--- config.mk ---
export PLATFORM = sky130hd
export DESIGN_NAME = crossbar_alloc_flat
export DESIGN_NICKNAME = d
export VERILOG_FILES = /design/src/rtl/crossbar_pkg.sv /design/src/rtl/crossbar_alloc_if.sv /design/src/rtl/crossbar_alloc_arb.sv /design/src/rtl/crossbar_alloc.sv /design/src/flat_wrapper.sv
export SDC_FILE = /design/constraint.sdc
export NUM_CORES = 1
export LEC_CHECK = 0
export BUFFER_PORTS_ARGS = -buffer_cell sky130_fd_sc_hd__buf_2
export CORE_MARGIN = 10
export CORE_UTILIZATION = 46
export CTS_BUF_LIST = sky130_fd_sc_hd__clkbuf_8
export CTS_CLUSTER_SIZE = 14
export DETAILED_ROUTE_END_ITERATION = 7
export GPL_ROUTABILITY_DRIVEN = 1
export PLACE_DENSITY = 0.66
export SYNTH_ARGS = -nofsm -noshare
export SYNTH_HDL_FRONTEND = slang
export SYNTH_SLANG_ARGS = --single-unit
export TNS_END_PERCENT = 5
--- constraint.sdc ---
create_clock -name clk_i -period 4.2 [get_ports clk_i]
set_clock_uncertainty 0.2 [all_clocks]
set_input_delay 0.84 -clock clk_i [delete_from_list [all_inputs] [get_ports clk_i]]
set_output_delay 0.84 -clock clk_i [all_outputs]
set_load 0.03 [all_outputs]
--- src/rtl/crossbar_pkg.sv ---
// crossbar_pkg: types shared by the crossbar family (allocator, datapath).
package crossbar_pkg;

    // Per-output lock state.
    typedef enum logic {
        IDLE   = 1'b0,
        LOCKED = 1'b1
    } xbar_state_e;

    localparam int PORTS_MIN = 2;
    localparam int PORTS_MAX = 16;

endpackage

--- src/rtl/crossbar_alloc_if.sv ---
// crossbar_alloc_if: request/transfer inputs and grant outputs of the allocator.
interface crossbar_alloc_if #(
    parameter int PORTS = 4,
    parameter int DW    = $clog2(PORTS)
);
    logic [PORTS-1:0] req_i;
    logic [DW-1:0]    dest_i [PORTS];
    logic [PORTS-1:0] xfer_i;
    logic [PORTS-1:0] tail_i;
    logic [DW-1:0]    dest_o [PORTS];
    logic [PORTS-1:0] dest_en_o;
    logic [PORTS-1:0] busy_o;

    modport master (
        output req_i, dest_i, xfer_i, tail_i,
        input  dest_o, dest_en_o, busy_o
    );

    modport slave (
        input  req_i, dest_i, xfer_i, tail_i,
        output dest_o, dest_en_o, busy_o
    );
endinterface

--- src/rtl/crossbar_alloc_arb.sv ---
// rr_arbiter: combinational round-robin pick of the first request at or after ptr_i.
module rr_arbiter #(
    parameter int PORTS = 4,
    parameter int DW    = $clog2(PORTS)
) (
    input  logic [PORTS-1:0] req_i,
    input  logic [DW-1:0]    ptr_i,
    output logic [PORTS-1:0] gnt_o,
    output logic             valid_o
);
    localparam int unsigned N = PORTS;

    int unsigned   idx;
    logic [DW-1:0] sel;

    // Scan from the pointer upward, wrapping past PORTS-1, and keep the first hit.
    always_comb begin
        gnt_o   = '0;
        valid_o = 1'b0;
        idx     = 0;
        sel     = '0;
        for (int unsigned off = 0; off < N; off++) begin
            idx = 32'(ptr_i) + off;
            if (idx >= N) begin
                idx = idx - N;
            end
            sel = DW'(idx);
            if (!valid_o && req_i[sel]) begin
                gnt_o[sel] = 1'b1;
                valid_o    = 1'b1;
            end
        end
    end
endmodule

--- src/rtl/crossbar_alloc.sv ---
// crossbar_alloc: per-output IDLE/LOCKED allocator with round-robin selection.
module crossbar_alloc
    import crossbar_pkg::*;
#(
    parameter int PORTS = 4,
    parameter int DW    = $clog2(PORTS)
) (
    input  logic             clk_i,
    input  logic             rst_ni,
    crossbar_alloc_if.slave  bus
);
    localparam int unsigned N = PORTS;

    xbar_state_e      state_q [PORTS];
    xbar_state_e      state_d [PORTS];
    logic [DW-1:0]    owner_q [PORTS];
    logic [DW-1:0]    owner_d [PORTS];
    logic [DW-1:0]    ptr_q   [PORTS];
    logic [DW-1:0]    ptr_d   [PORTS];
    logic             armed_q;
    logic [PORTS-1:0] owns;
    logic [DW-1:0]    dest_dec [PORTS];
    logic [PORTS-1:0] cand     [PORTS];
    logic [PORTS-1:0] gnt      [PORTS];
    logic             gnt_vld  [PORTS];
    logic [DW-1:0]    own;

    function automatic logic [DW-1:0] onehot_idx(input logic [PORTS-1:0] oh);
        logic [DW-1:0] idx;
        idx = '0;
        for (int unsigned i = 0; i < N; i++) begin
            if (oh[i]) begin
                idx = DW'(i);
            end
        end
        return idx;
    endfunction

    // Decode which inputs hold a lock, and onto which output, from registered state.
    always_comb begin
        owns = '0;
        for (int unsigned i = 0; i < N; i++) begin
            dest_dec[i] = '0;
        end
        for (int unsigned j = 0; j < N; j++) begin
            if (state_q[j] == LOCKED) begin
                owns[owner_q[j]]     = 1'b1;
                dest_dec[owner_q[j]] = DW'(j);
            end
        end
    end

    // Drive the interface outputs purely from the registered decode.
    always_comb begin
        bus.dest_en_o = owns;
        bus.busy_o    = '0;
        for (int unsigned j = 0; j < N; j++) begin
            bus.busy_o[j] = (state_q[j] == LOCKED);
            bus.dest_o[j] = dest_dec[j];
        end
    end

    // Candidate inputs per output: requesting it and not already owning another output.
    always_comb begin
        for (int unsigned j = 0; j < N; j++) begin
            cand[j] = '0;
            for (int unsigned i = 0; i < N; i++) begin
                cand[j][i] = bus.req_i[i] && (bus.dest_i[i] == DW'(j)) && !owns[i];
            end
        end
    end

    for (genvar j = 0; j < PORTS; j++) begin : g_arb
        rr_arbiter #(
            .PORTS (PORTS),
            .DW    (DW)
        ) u_arb (
            .req_i   (cand[j]),
            .ptr_i   (ptr_q[j]),
            .gnt_o   (gnt[j]),
            .valid_o (gnt_vld[j])
        );
    end

    // Next state per output: lock on a grant, release on tail transfer or abort.
    always_comb begin
        own = '0;
        for (int unsigned j = 0; j < N; j++) begin
            state_d[j] = state_q[j];
            owner_d[j] = owner_q[j];
            ptr_d[j]   = ptr_q[j];
            own        = owner_q[j];
            case (state_q[j])
                IDLE: begin
                    if (armed_q && gnt_vld[j]) begin
                        state_d[j] = LOCKED;
                        owner_d[j] = onehot_idx(gnt[j]);
                    end
                end
                LOCKED: begin
                    if ((bus.xfer_i[own] && bus.tail_i[own]) || !bus.req_i[own]) begin
                        state_d[j] = IDLE;
                        ptr_d[j]   = (own == DW'(N - 1)) ? '0 : own + 1'b1;
                    end
                end
                default: state_d[j] = IDLE;
            endcase
        end
    end

    // State registers; armed_q holds off arbitration until the second edge after reset.
    always_ff @(posedge clk_i or negedge rst_ni) begin
        if (!rst_ni) begin
            armed_q <= 1'b0;
            for (int unsigned j = 0; j < N; j++) begin
                state_q[j] <= IDLE;
                owner_q[j] <= '0;
                ptr_q[j]   <= '0;
            end
        end else begin
            armed_q <= 1'b1;
            for (int unsigned j = 0; j < N; j++) begin
                state_q[j] <= state_d[j];
                owner_q[j] <= owner_d[j];
                ptr_q[j]   <= ptr_d[j];
            end
        end
    end
endmodule

--- src/flat_wrapper.sv ---
// flat-port wrapper written by rule: the top's interface ports become plain ports
module crossbar_alloc_flat import crossbar_pkg::*;
#(
    parameter int PORTS = 4,
    parameter int DW    = $clog2(PORTS)
)
  (clk_i, rst_ni, bus_req_i, bus_dest_i, bus_xfer_i, bus_tail_i, bus_dest_o, bus_dest_en_o, bus_busy_o);
  crossbar_alloc_if #(.PORTS(PORTS), .DW(DW)) bus_i ();
  input  logic clk_i;
  input  logic rst_ni;
  input wire logic [$bits(bus_i.req_i)-1:0] bus_req_i;
  input wire logic [$bits(bus_i.dest_i)-1:0] bus_dest_i;
  input wire logic [$bits(bus_i.xfer_i)-1:0] bus_xfer_i;
  input wire logic [$bits(bus_i.tail_i)-1:0] bus_tail_i;
  output wire logic [$bits(bus_i.dest_o)-1:0] bus_dest_o;
  output wire logic [$bits(bus_i.dest_en_o)-1:0] bus_dest_en_o;
  output wire logic [$bits(bus_i.busy_o)-1:0] bus_busy_o;
  assign bus_i.req_i = bus_req_i;
  assign bus_i.dest_i = {>>{bus_dest_i}};
  assign bus_i.xfer_i = bus_xfer_i;
  assign bus_i.tail_i = bus_tail_i;
  assign bus_dest_o = {>>{bus_i.dest_o}};
  assign bus_dest_en_o = bus_i.dest_en_o;
  assign bus_busy_o = bus_i.busy_o;
  crossbar_alloc #(.PORTS(PORTS), .DW(DW)) u_core (.clk_i(clk_i), .rst_ni(rst_ni), .bus(bus_i));
endmodule
### Word-level counts from Yosys, hierarchy flattened

Cells that the tools add are included.

* flip-flop bits (word level): 21
* input bits: 22

* add/subtract/negate cells: 32
* $lt $le $gt $ge: 62
* eq/ne operators: 16
* multiplexer cells: 185
* bitwise operators: 26
* reductions and logical operators: 111

Operator list (count)
* 4-bit 2-to-1 mux: 20
* 1-bit 2-to-1 mux: 76
* 1-bit logical AND: 75
* 2-bit 2-to-1 mux: 31
* 2-bit by 3-bit less-than comparator with 1-bit output, second input constant: 20
* 4-bit bitwise OR: 15
* 1-bit binary-select mux with 2-bit select: 28
* 3-bit greater-or-equal comparator, second input constant: 15
* 1-bit demux with 2-bit select: 20
* 2-bit by 1-bit greater-or-equal comparator with 1-bit output, second input constant: 20
* 2-bit by 1-bit subtractor with 2-bit output, second input constant: 16
* 2-bit by 2-bit adder with 3-bit output, second input constant: 8
* 2-bit == test, second input constant: 12
* 1-bit zero test: 20
* 8-bit 2-to-1 mux: 2
* 2-bit AND reduction: 8
* 2-bit by 1-bit adder with 3-bit output, second input constant: 4
* 2-bit demux with 2-bit select: 3
* 2-bit by 3-bit greater-or-equal comparator with 1-bit output, second input constant: 4
* 3-bit by 1-bit less-than comparator with 1-bit output, second input constant: 3
* 2-bit NOT with 3-bit output: 3
* 2-bit by 1-bit adder with 2-bit output, second input constant: 4
* 2-bit by 1-bit == test with 1-bit output, second input constant: 4
* 2-bit zero test: 4
* 8 further kinds: 17

### Depth between registers and ports, before layout

Gate-level depths: netlist of the first run.

* depth in word-level cells: 28
* gate-level depth with buffers: 10
* depth with buffers taken out: 10

### Cells and area by module

A second synthesis of the first run with hierarchy kept.

* cell total of the unflattened synthesis: 414
* area, all modules: 3613.5 µm²

Modules (own cells, without submodules)
* crossbar_alloc: instances 1, cells each 166, area each 1609.0 µm², sequential area each 525.5 µm²
* rr_arbiter at u_core.g_arb[1].u_arb ...: instances 2, cells each 62, area each 508.0 µm², sequential area each 0.0 µm²
* rr_arbiter at u_core.g_arb[0].u_arb ...: instances 2, cells each 62, area each 494.2 µm², sequential area each 0.0 µm²

### Least setup slack after synthesis of the first run

Ideal clock, no wire load.

* kind: reg-to-reg
* from: register u_core.owner_q, in the netlist u_core.own[0]
* to: register u_core.owner_q[2] in the netlist's numbering
* setup time: 135 ps
* arrival: 2648 ps
* setup slack: 1217 ps
* cell stages (with the launch flop): 10
* clock period less this slack: 2983 ps
* cells stage by stage: dfrtp_1 > inv_1 > ha_1 > a22oi_4 > inv_2 > or4_4 > mux4_2 > a211o_1 > a211oi_2 > a22oi_1

* longest elaborated chain between the ends: 23

Ends and longest elaborated chain
* from (decl): RTL line crossbar_alloc.sv:16 `logic [DW-1:0] owner_q [PORTS];`
* from (signal, indexed assignment): RTL line crossbar_alloc.sv:124 `owner_q[j] <= owner_d[j];`
* 2-bit by 3-bit less-than comparator with 1-bit output (implied by the code) or 2-bit by 1-bit greater-or-equal comparator with 1-bit output (tied branches): RTL line crossbar_alloc.sv:47 `owns[owner_q[j]] = 1'b1;`
* 1-bit logical AND (implied by the code): RTL line crossbar_alloc.sv:47
* 1-bit 2-to-1 mux (implied by the code): RTL line crossbar_alloc.sv:47
* 1-bit demux with 2-bit select (*)
* 4-bit bitwise OR (no source line) (*)
* 4-bit 2-to-1 mux (*): RTL line crossbar_alloc.sv:46 `if (state_q[j] == LOCKED) begin`
* 1-bit zero test: RTL line crossbar_alloc.sv:68 `cand[j][i] = bus.req_i[i] && (bus.dest_i[i] == DW'(j)) && !owns[i];`
* 1-bit logical AND: RTL line crossbar_alloc.sv:68
* [... 6 more ...]
* 1-bit zero test: RTL line crossbar_alloc_arb.sv:28 `if (!valid_o && req_i[sel]) begin`
* 1-bit logical AND: RTL line crossbar_alloc_arb.sv:28
* 1-bit 2-to-1 mux: RTL line crossbar_alloc_arb.sv:28
* 1-bit zero test: RTL line crossbar_alloc_arb.sv:28
* 1-bit logical AND: RTL line crossbar_alloc_arb.sv:28
* 4-bit 2-to-1 mux: RTL line crossbar_alloc_arb.sv:28
* 1-bit 2-to-1 mux: RTL line crossbar_alloc.sv:32 `if (oh[i]) begin`
* 2-bit 2-to-1 mux (2 in series): RTL line crossbar_alloc.sv:32

Mark *: on every way between the ends. The rest lies on a longest branch, timed or not. The select of a mux whose other input is x is not followed.
A chain may end at the register's enable or synchronous reset.

### Worst setup path in the final report of the first run

* from: register u_core.owner_q[2] in the netlist's numbering
* to: register u_core.owner_q[4] in the netlist's numbering

* longest elaborated chain between the ends: 25

Ends and longest elaborated chain (RTL line)
* 2-bit by 3-bit less-than comparator with 1-bit output (implied by the code) or 2-bit by 1-bit greater-or-equal comparator with 1-bit output (tied branches): crossbar_alloc.sv:47
* 1-bit logical AND (implied by the code): crossbar_alloc.sv:47
* 1-bit 2-to-1 mux (implied by the code): crossbar_alloc.sv:47
* 1-bit demux with 2-bit select (*)
* 4-bit bitwise OR (no source line) (*)
* 4-bit 2-to-1 mux (*): crossbar_alloc.sv:46
* 4-bit bitwise OR (no source line)
* 4-bit 2-to-1 mux (*): crossbar_alloc.sv:46
* [... 8 more ...]
* 1-bit zero test: crossbar_alloc_arb.sv:28
* 1-bit logical AND: crossbar_alloc_arb.sv:28
* 1-bit 2-to-1 mux: crossbar_alloc_arb.sv:28
* 1-bit zero test: crossbar_alloc_arb.sv:28
* 1-bit logical AND: crossbar_alloc_arb.sv:28
* 4-bit 2-to-1 mux: crossbar_alloc_arb.sv:28
* 1-bit 2-to-1 mux: crossbar_alloc.sv:32
* 2-bit 2-to-1 mux (2 in series): crossbar_alloc.sv:32

Marked as above.

==> results of run 1 <==
[cells in the final DEF (no fill, tap or decap), types with 3 or more instances in the layout]
cell type and instances:
buf_2 37, ha_1 36, inv_1 27, nand2_1 25, dfrtp_1 21, nand3_1 20, nor2_1 18, mux4_2 15
nand4_1 12, and3_1 10, nand2b_1 9, nor3_1 8, a22oi_1 6, o21ai_0 6, a31oi_1 6, or3_1 5
mux2_2 5, o21a_1 5, o31ai_1 5, a21boi_0 4, nor2b_1 4, nor3b_1 4, a21oi_1 4, a22oi_4 3
a22oi_2 3, a32o_1 3, a22o_1 3, nor4_1 3, a311oi_1 3, a2bb2oi_1 3, clkbuf_8 3
[report_power, final]
group	internal [uW]	total [uW]	switching, uW
Sequential	294	503	209
Combinational	651	1600	948
Clock	65.4	135	69.5
[critical path, delay by kind of cell (launching register included)]
family,cells,cell delay [ns]
buffers and inverters,1,0.13
DFF,1,0.43
adders and majority gates,1,0.25
and+or+nand+nor,2,0.55
muxes,1,0.62
AOI/OAI and AO/OA,4,0.95
[cell type report]
type	count	area, sq um	share of cell area (%)
Timing Repair Buffer	37	185	5.70
Inverter	29	111	3.43
Multi-Input combinational cell	272	2280	70.3
Tap cell	77	96.3	2.97
Sequential cell	21	526	16.2
Clock buffer	3	41.3	1.27
Clock inverter	1	3.75	0.116
[kinds of logic (layout without fill, tap and decap cells)]
logic type | after synthesis | count (layout) | share of synthesized area (%)
buffers and inverters | 34 | 70 | 5.19
adders and majority gates | 36 | 36 | 15.2
DFF | 21 | 21 | 17.7
muxes | 20 | 20 | 13.3
other | 1 | 1 | 0.127
and+or+nand+nor | 134 | 134 | 25.0
AOI/OAI and AO/OA | 81 | 81 | 23.4
[metrics by stage]
| step | hold WS, ns | setup slack [ns] | cells |
|---|---|---|---|
| finish | 0.330 | 0.931 | 440 |
| global route | 0.359 | 0.619 | 440 |
| CTS | 0.346 | 0.932 | 440 |
| detailed placement | 0.338 | 0.872 | 436 |
| global placement | 0.336 | 0.885 | 436 |
| floorplan | 0.286 | 1.22 | 327 |
[layer usage]
metal,share of wire (%),vias to the layer above
met3,5.9,8
met5,0,-
met2,50,72
met1,43,1348
li1,-,1344
met4,1.2,0
[path summary, 6_finish.rpt]
check,depth (start not counted),slack [ns],startpoint,endpoint
min in group clk_i,1,0.35,u_core.own[0],u_core.ptr_q[0]
max in group asynchronous,1,3.11,rst_ni,u_core.owner_q[7]
hold reg to reg,1,0.35,u_core.own[0],u_core.ptr_q[0]
setup reg to reg,9,0.93,u_core.owner_q[2],u_core.owner_q[4]
hold / removal,1,0.33,rst_ni,u_core.bus.busy_o[3]
setup / recovery,9,0.93,u_core.owner_q[2],u_core.owner_q[4]
[sequential cells by signal (all words and copies together) (netlist names)]
| register | cells |
|---|---|
| u_core.ptr_q | 8 |
| u_core.owner_q | 6 |
| u_core.bus.busy_o | 4 |
| u_core.own | 2 |
| u_core.armed_q | 1 |
==> run metrics, run 1 <==
fin area=approximately 3200 sq um; maxcap violations=0; post-synth top area cell=dfrtp_1; final worst-path cycle share=between 70% and 80%; CP dominant cell by count=a22oi_2; hold_buf cts=0; ant diodes=0; slowest stage delay, CP=0.62 ns; Post-route DRC=0; Root Driver=clkbuf_8; total track usage=between 15 and 20%; die span in x=between 100 and 150 microns; postcts setup bufs=0; DP HPWL=6840 microns; Clock transition at path regs=around 0.08 ns; final setup vio count=0; post-cts resize count=0; CP Max Fanout=10; GR Overflow Total=0; 1st-pass router iterations=6; via count=about 2800; final WL=around 8300 microns; Placed Area=3200 sq um; nets=422; PnR Total Power=~2200 uW; first-pass GRT wire length=13300 microns; Post-synth EDFFs=0; post-synthesis sequential area ratio=around 18%; Starting Density=a little under half; worst vdd ir=between 300 and 400 uV; Slew @ Worst Pin=around 0.85 ns; critical path's slowest cell=mux4_2; WP data arrival=roughly 3.2 ns; Synth Flop Type=dfrtp_1; # H-tree levels=1; startpoint types=flop; std cell rows=29; average cell area after synthesis=around 9.1 sq um; unrepaired setup endpoints after global routing=no; Clk Latency, worst-skew pair=0.27 ns; critical path class=reg -> reg; worst hold path class=in -> async; Mapped Cells=between 300 and 400; antenna-violating nets left=0; met3 usage=approximately 4%; clk sink count=21; DR WL/cell=roughly 19 microns; Layout area overhead=9.59%; TritonCTS clock tree=yes; initial antenna violation count=0; cell area after synthesis=2960 sq um; die area=10100 sq um; FMAX=~310 MHz; GR Layer Usage met1=between 10% and 20%; share of cells above drive strength 1=roughly 22%; Post-synth top cells=ha_1 (36), inv_1 (26), nand2_1 (25), dfrtp_1 (21), nand3_1 (20); CTS max path bufs=2; largest net degree at the start of global routing=22; worst-path cell chain=inv_1 -> ha_1 -> a22oi_2 -> nand4_1 -> mux4_2 -> nand2b_1 -> a31oi_1 -> a221o_1 -> a22oi_2; Iter 0 DRT Violations=about 190; Core Box Area=between 6000 and 7000 sq um; RD Place Congestion=between 0.8 and 0.9; CP endpoint kind=flop; outcome=complete, no violations; # port buffers=37; Yosys reg bits=21; Die H=about 100 microns; Synth cell types=66; Post-Route Utilization=~51%; Async SR Flop Fraction=100%; Critical Path RT=around 4.1 ns; synth warn=0; CTS Buf Count=3; final hold vios=0; Final min period=about 3.3 ns; top-area cell type share of the netlist area=17.7%; setup_tns=0 ns; GR peak layer=met2; most common cell in the netlist=ha_1; ranking of synthesized cells by area=dfrtp_1 (18%), ha_1 (15%), mux4_2 (11%), nand3_1 (3.4%), inv_1 (3.3%); pwr/cell area=689 nW/um^2; Vias/cell=between 6 and 7; Net Count, Synth=~390; max-slew violation count=0; fillers=604; leakage=about 0.0015 uW; met2 usage=28.4%; Slew Limit Headroom=a little over two fifths; IO Pins=38; vias in the first global route=around 2700
No activity file was read; power rests on OpenSTA's default activity.
==> run 2: changes to the inputs <==
Clock period 4.2 ns to 3.1 ns, I/O delays scaled along.
==> run metrics, run 2 (synthesized netlist as in run 1, its figures left out) <==
Largest Register=u_core.ptr_q (unchanged); fillers=612 (was 604); final setup vio count=0 (unchanged); # port buffers=37 (unchanged); worst hold path class=in -> async (unchanged); Min Hold Slack=0.108 ns (was 0.330 ns); Largest register FFs=8 (unchanged); total track usage=16.3% (was 16.2%); DR WL/cell=18.4 microns (was 18.9 microns); share of cells above drive strength 1=32.3% (was 22.3%); GR Overflow Total=0 (unchanged); critical path class=reg -> reg (unchanged); Die H=100 microns (unchanged); Post-route DRC=0 (unchanged); worst path bufs/invs=2 (was 1); first-pass GRT wire length=13600 microns (was 13300 microns); unrepaired setup endpoints after global routing=yes (was no); CP Max Fanout=6 (was 10); crit path from=u_core.owner_q[2] (unchanged); CTS max path bufs=2 (unchanged); Sw Ratio=51.8% (was 54.8%); CTS Buf Count=3 (unchanged); IO Pins=38 (unchanged); worst-path cell chain=inv_1 -> ha_1 -> a22oi_4 -> inv_2 -> or4_4 -> mux4_2 -> a211o_1 -> a211oi_2 -> a22oi_1 (was inv_1 -> ha_1 -> a22oi_2 -> nand4_1 -> mux4_2 -> nand2b_1 -> a31oi_1 -> a221o_1 -> a22oi_2); initial antenna violation count=0 (unchanged); critical path depth=9 (unchanged); pwr/cell area=953 nW/um^2 (was 689 nW/um^2); setup_tns=0 ns (unchanged); final hold vios=0 (unchanged); antenna-violating nets left=0 (unchanged); Iter 0 DRT Violations=271 (was 185); Place WS=0.0644 ns (was 0.872 ns); Clk Latency, worst-skew pair=0.27 ns (about the same); Final min period=3.01 ns (was 3.27 ns); Clock transition at path regs=0.09 ns (was 0.08 ns); die span in x=100 microns (unchanged); via count=2992 (was 2772); nets=464 (was 422); TritonCTS clock tree=yes (unchanged); leakage=0.00173 uW (was 0.00153 uW); clk sink count=21 (unchanged); Critical Path RT=3.05 ns (was 4.13 ns); final worst-path cycle share=97.1% (was 77.8%); worst vdd ir=583 uV (was 371 uV); Reg power frac=17.2% (was 22.5%); DP HPWL=7110 microns (was 6840 microns); Setup WS post-layout=0.0903 ns (was 0.931 ns); startpoint types=flop (unchanged); final WL=8860 microns (was 8300 microns); internal power=1650 uW (was 1010 uW); Layout area overhead=21.2% (was 9.59%); most common cell after layout, fill and taps aside=buf_4 (was buf_2); Reg-to-Reg Start=u_core.owner_q[2] (unchanged); Vias/cell=6.21 (was 6.30); Starting Density=46.9% (unchanged); Core Box Area=6310 sq um (unchanged); critical path's slowest cell=or4_4 (was mux4_2); vias in the first global route=2791 (was 2672); clock power share=5.6% (was 6.0%); max-slew violation count=0 (unchanged); Slew Limit Headroom=59.3% (was 42.9%); FMAX=332 MHz (was 306 MHz); Slew @ Worst Pin=0.605 ns (was 0.849 ns); delay-heaviest family, CP=compound AO/OA/AOI/OAI gates (unchanged); hold_buf cts=0 (unchanged); die area=10100 sq um (unchanged); Gate power share=77.2% (was 71.5%); Root Driver=clkbuf_8 (unchanged); largest net degree at the start of global routing=22 (unchanged); slowest stage delay, CP=0.52 ns (was 0.62 ns); maxcap violations=0 (unchanged); CP endpoint kind=flop (unchanged); ant diodes=0 (unchanged); # H-tree levels=1 (unchanged); 1st-pass router iterations=5 (was 6); std cell rows=29 (unchanged); RD Place Congestion=0.854 (was 0.884); PnR Total Power=3420 uW (was 2240 uW); WP data arrival=2.96 ns (was 3.20 ns); Reg2Reg Depth=9 (unchanged); outcome=complete, no violations (unchanged); switching power total=1770 uW (was 1230 uW); commonest cells after routing, fill and taps aside=buf_4 (42), buf_2 (37), ha_1 (33) (was buf_2 (37), ha_1 (36), inv_1 (27))
## run 2: path summary, 6_finish.rpt
kind / end / slack (ns)
max in group asynchronous: u_core.owner_q[4] / 2.24
max reg2reg: u_core.owner_q[3] / 0.09
min in group clk_i: u_core.ptr_q[0] / 0.33
max: u_core.owner_q[3] / 0.09
min reg2reg: u_core.ptr_q[0] / 0.33
min: u_core.bus.busy_o[3] / 0.11
## run 2: metal layers
| layer | GRT usage, % | wire, microns |
|---|---|---|
| met4 | 1.85 | 70 |
| met2 | 29.4 | 4390 |
| met5 | 0 | 0 |
| met3 | 3.23 | 690 |
| met1 | 20.0 | 3710 |
## run 2: cell type report
class / instances / area (sq um) / share of cell area [%]
inverters: 29 / 111 / 3.10
clock inverters: 1 / 3.75 / 0.104
well taps: 77 / 96.3 / 2.68
repair buffers: 79 / 500 / 13.9
flip-flops and latches: 21 / 526 / 14.6
multi-input cells: 272 / 2310 / 64.4
clock buffers: 3 / 41.3 / 1.15
## run 2: through the flow
stage / cell area, sq um / utilization (%) / cells
CTS: 3470 / 55.0 / 470
finish: 3590 / 56.9 / 482
detailed placement: 3430 / 54.3 / 466
global route: 3590 / 56.9 / 482
global placement: 3430 / 54.3 / 466
floorplan: 2960 / - / 327
## run 2: power by group through the flow
stage | registers, uW | clock network (uW) | logic [uW]
2_1_floorplan | 595 | 0 | 1730
3_3_place_gp | 588 | 0 | 2440
3_5_place_dp | 598 | 0 | 2470
4_1_cts | 592 | 193 | 2480
5_1_grt | 612 | 206 | 2870
6_report | 588 | 192 | 2640
## run 2: repair_timing
item,4_1_cts,5_1_grt
setup endpoints to repair,0,8
setup buffers,0,12
gates resized for setup,0,8
==> run 3: changes to the inputs <==
Settings changed: CORE_ASPECT_RATIO from default to 1.5, RECOVER_POWER from default to 50.
==> run metrics, run 3 (synthesized netlist as in run 1, its figures left out) <==
max-slew violation count=0 (unchanged); GR Overflow Total=0 (unchanged); antenna-violating nets left=0 (unchanged); worst hold path class=reg -> reg (was in -> async); # port buffers=37 (unchanged); Final min period=3.04 ns (was 3.01 ns); Root Driver=clkbuf_8 (unchanged); DP HPWL=7160 microns (was 7110 microns); Largest register FFs=8 (unchanged); Iter 0 DRT Violations=263 (was 271); most common cell after layout, fill and taps aside=buf_2 (was buf_4); # H-tree levels=1 (unchanged); Slew @ Worst Pin=1.27 ns (was 0.605 ns); nets=455 (was 464); final WL=9080 microns (was 8860 microns); final setup vio count=0 (unchanged); Clock transition at path regs=0.08 ns (was 0.09 ns); IO Pins=38 (unchanged); final hold vios=0 (unchanged); TritonCTS clock tree=yes (unchanged); Layout area overhead=19.5% (was 21.2%); worst vdd ir=384 uV (was 583 uV); CTS Buf Count=3 (unchanged); pwr/cell area=950 nW/um^2 (was 953 nW/um^2); unrepaired setup endpoints after global routing=yes (unchanged); critical path class=reg -> reg (unchanged); Starting Density=47.6% (was 46.9%); Largest Register=u_core.ptr_q (unchanged); final worst-path cycle share=98.2% (was 97.1%); Critical Path RT=3.05 ns (about the same); commonest cells after routing, fill and taps aside=buf_2 (33), buf_4 (32), ha_1 (30) (was buf_4 (42), buf_2 (37), ha_1 (33)); setup_tns=0 ns (unchanged); Post-route DRC=0 (unchanged); FMAX=329 MHz (was 332 MHz); Vias/cell=6.43 (was 6.21); startpoint types=flop (unchanged); Placed Area=3410 sq um (was 3430 sq um); ant diodes=0 (unchanged); std cell rows=35 (was 29); initial antenna violation count=0 (unchanged); maxcap violations=0 (unchanged); Slew Limit Headroom=15.1% (was 59.3%); RD Place Congestion=0.883 (was 0.854); CP endpoint kind=flop (unchanged); WP data arrival=3.00 ns (was 2.96 ns); Post-Route Utilization=56.9% (about the same); leakage=0.00166 uW (was 0.00173 uW); largest net degree at the start of global routing=22 (unchanged); CTS max path bufs=2 (unchanged); vias in the first global route=2960 (was 2791); fin area=3540 sq um (was 3590 sq um); Clk Latency, worst-skew pair=0.27 ns (about the same); first-pass GRT wire length=14500 microns (was 13600 microns); via count=3024 (was 2992); outcome=complete, no violations (unchanged); share of cells above drive strength 1=32.1% (was 32.3%); total track usage=17.0% (was 16.3%); clk sink count=21 (unchanged); Core Box Area=6220 sq um (was 6310 sq um); DR WL/cell=19.3 microns (was 18.4 microns); 1st-pass router iterations=7 (was 5); Die H=118 microns (was 100 microns); die span in x=85.5 microns (was 100 microns); CP Max Fanout=5 (was 6); die area=10100 sq um (about the same)
==> run 3: layout make-up <==
type	instances	area [sq um]
Multi-Input combinational cell	272	2340
Clock inverter	1	3.75
Tap cell	74	92.6
Timing Repair Buffer	70	424
Clock buffer	3	41.3
Sequential cell	21	531
Inverter	29	111
Fill cell	580	2680
==> run 3: final timing paths <==
kind,from,to,slack [ns],cells past startpoint
max in group asynchronous,rst_ni,u_core.owner_q[6],1.46,1
setup reg to reg,u_core.owner_q[4],u_core.owner_q[3],0.06,8
setup / recovery,u_core.owner_q[4],u_core.owner_q[3],0.06,8
min in group asynchronous,rst_ni,u_core.ptr_q[0],0.40,1
hold reg to reg,u_core.owner_q[6],u_core.ptr_q[6],0.34,1
hold / removal,u_core.owner_q[6],u_core.ptr_q[6],0.34,1
==> run 3: worst max-delay path, cell delays in order (launching register included) <==
cell	delay (ns)
dfrtp_1	0.44
inv_2	0.09
ha_2	0.23
a22o_4	0.28
or4_4	0.49
mux4_2	0.49
a211o_1	0.36
a211oi_2	0.25
a22oi_1	0.10
==> run 3: where the power goes <==
group | switching [uW] | total (uW) | internal [uW]
Combinational | 1470 | 2570 | 1100
Clock | 102 | 191 | 88.9
Sequential | 199 | 605 | 405
Total | 1770 | 3360 | 1590
==> run 3: per-stage QoR <==
stage | power, uW | std cells | hold slack [ns] | setup slack [ns]
6_report | 3360 | 470 | 0.343 | 0.0573
5_1_grt | 3620 | 470 | 0.360 | -0.0417
2_1_floorplan | 2330 | 327 | 0.124 | 0.117
3_5_place_dp | 3030 | 461 | 0.315 | 0.0259
3_3_place_gp | 3000 | 461 | 0.309 | 0.0887
4_1_cts | 3230 | 465 | 0.132 | 0.00696
==> run 3: what timing repair did <==
action                                  in CTS  in global routing
hold buffers                                 0                  0
endpoints found under the setup margin       0                  9
endpoints found under the hold margin        0                  0
resized for setup                            0                 19
setup buffers                                0                  5
==> run 3: per-layer routing <==
layer / vias to the layer above / part of all wire (%) / wire length (microns) / GRT usage (%)
met5: - / 0 / 0 / 0
li1: 1415 / - / - / -
met3: 26 / 8.3 / 756 / 3.44
met1: 1449 / 38 / 3440 / 19.6
met2: 134 / 51 / 4630 / 30.3
met4: 0 / 2.7 / 243 / 5.06
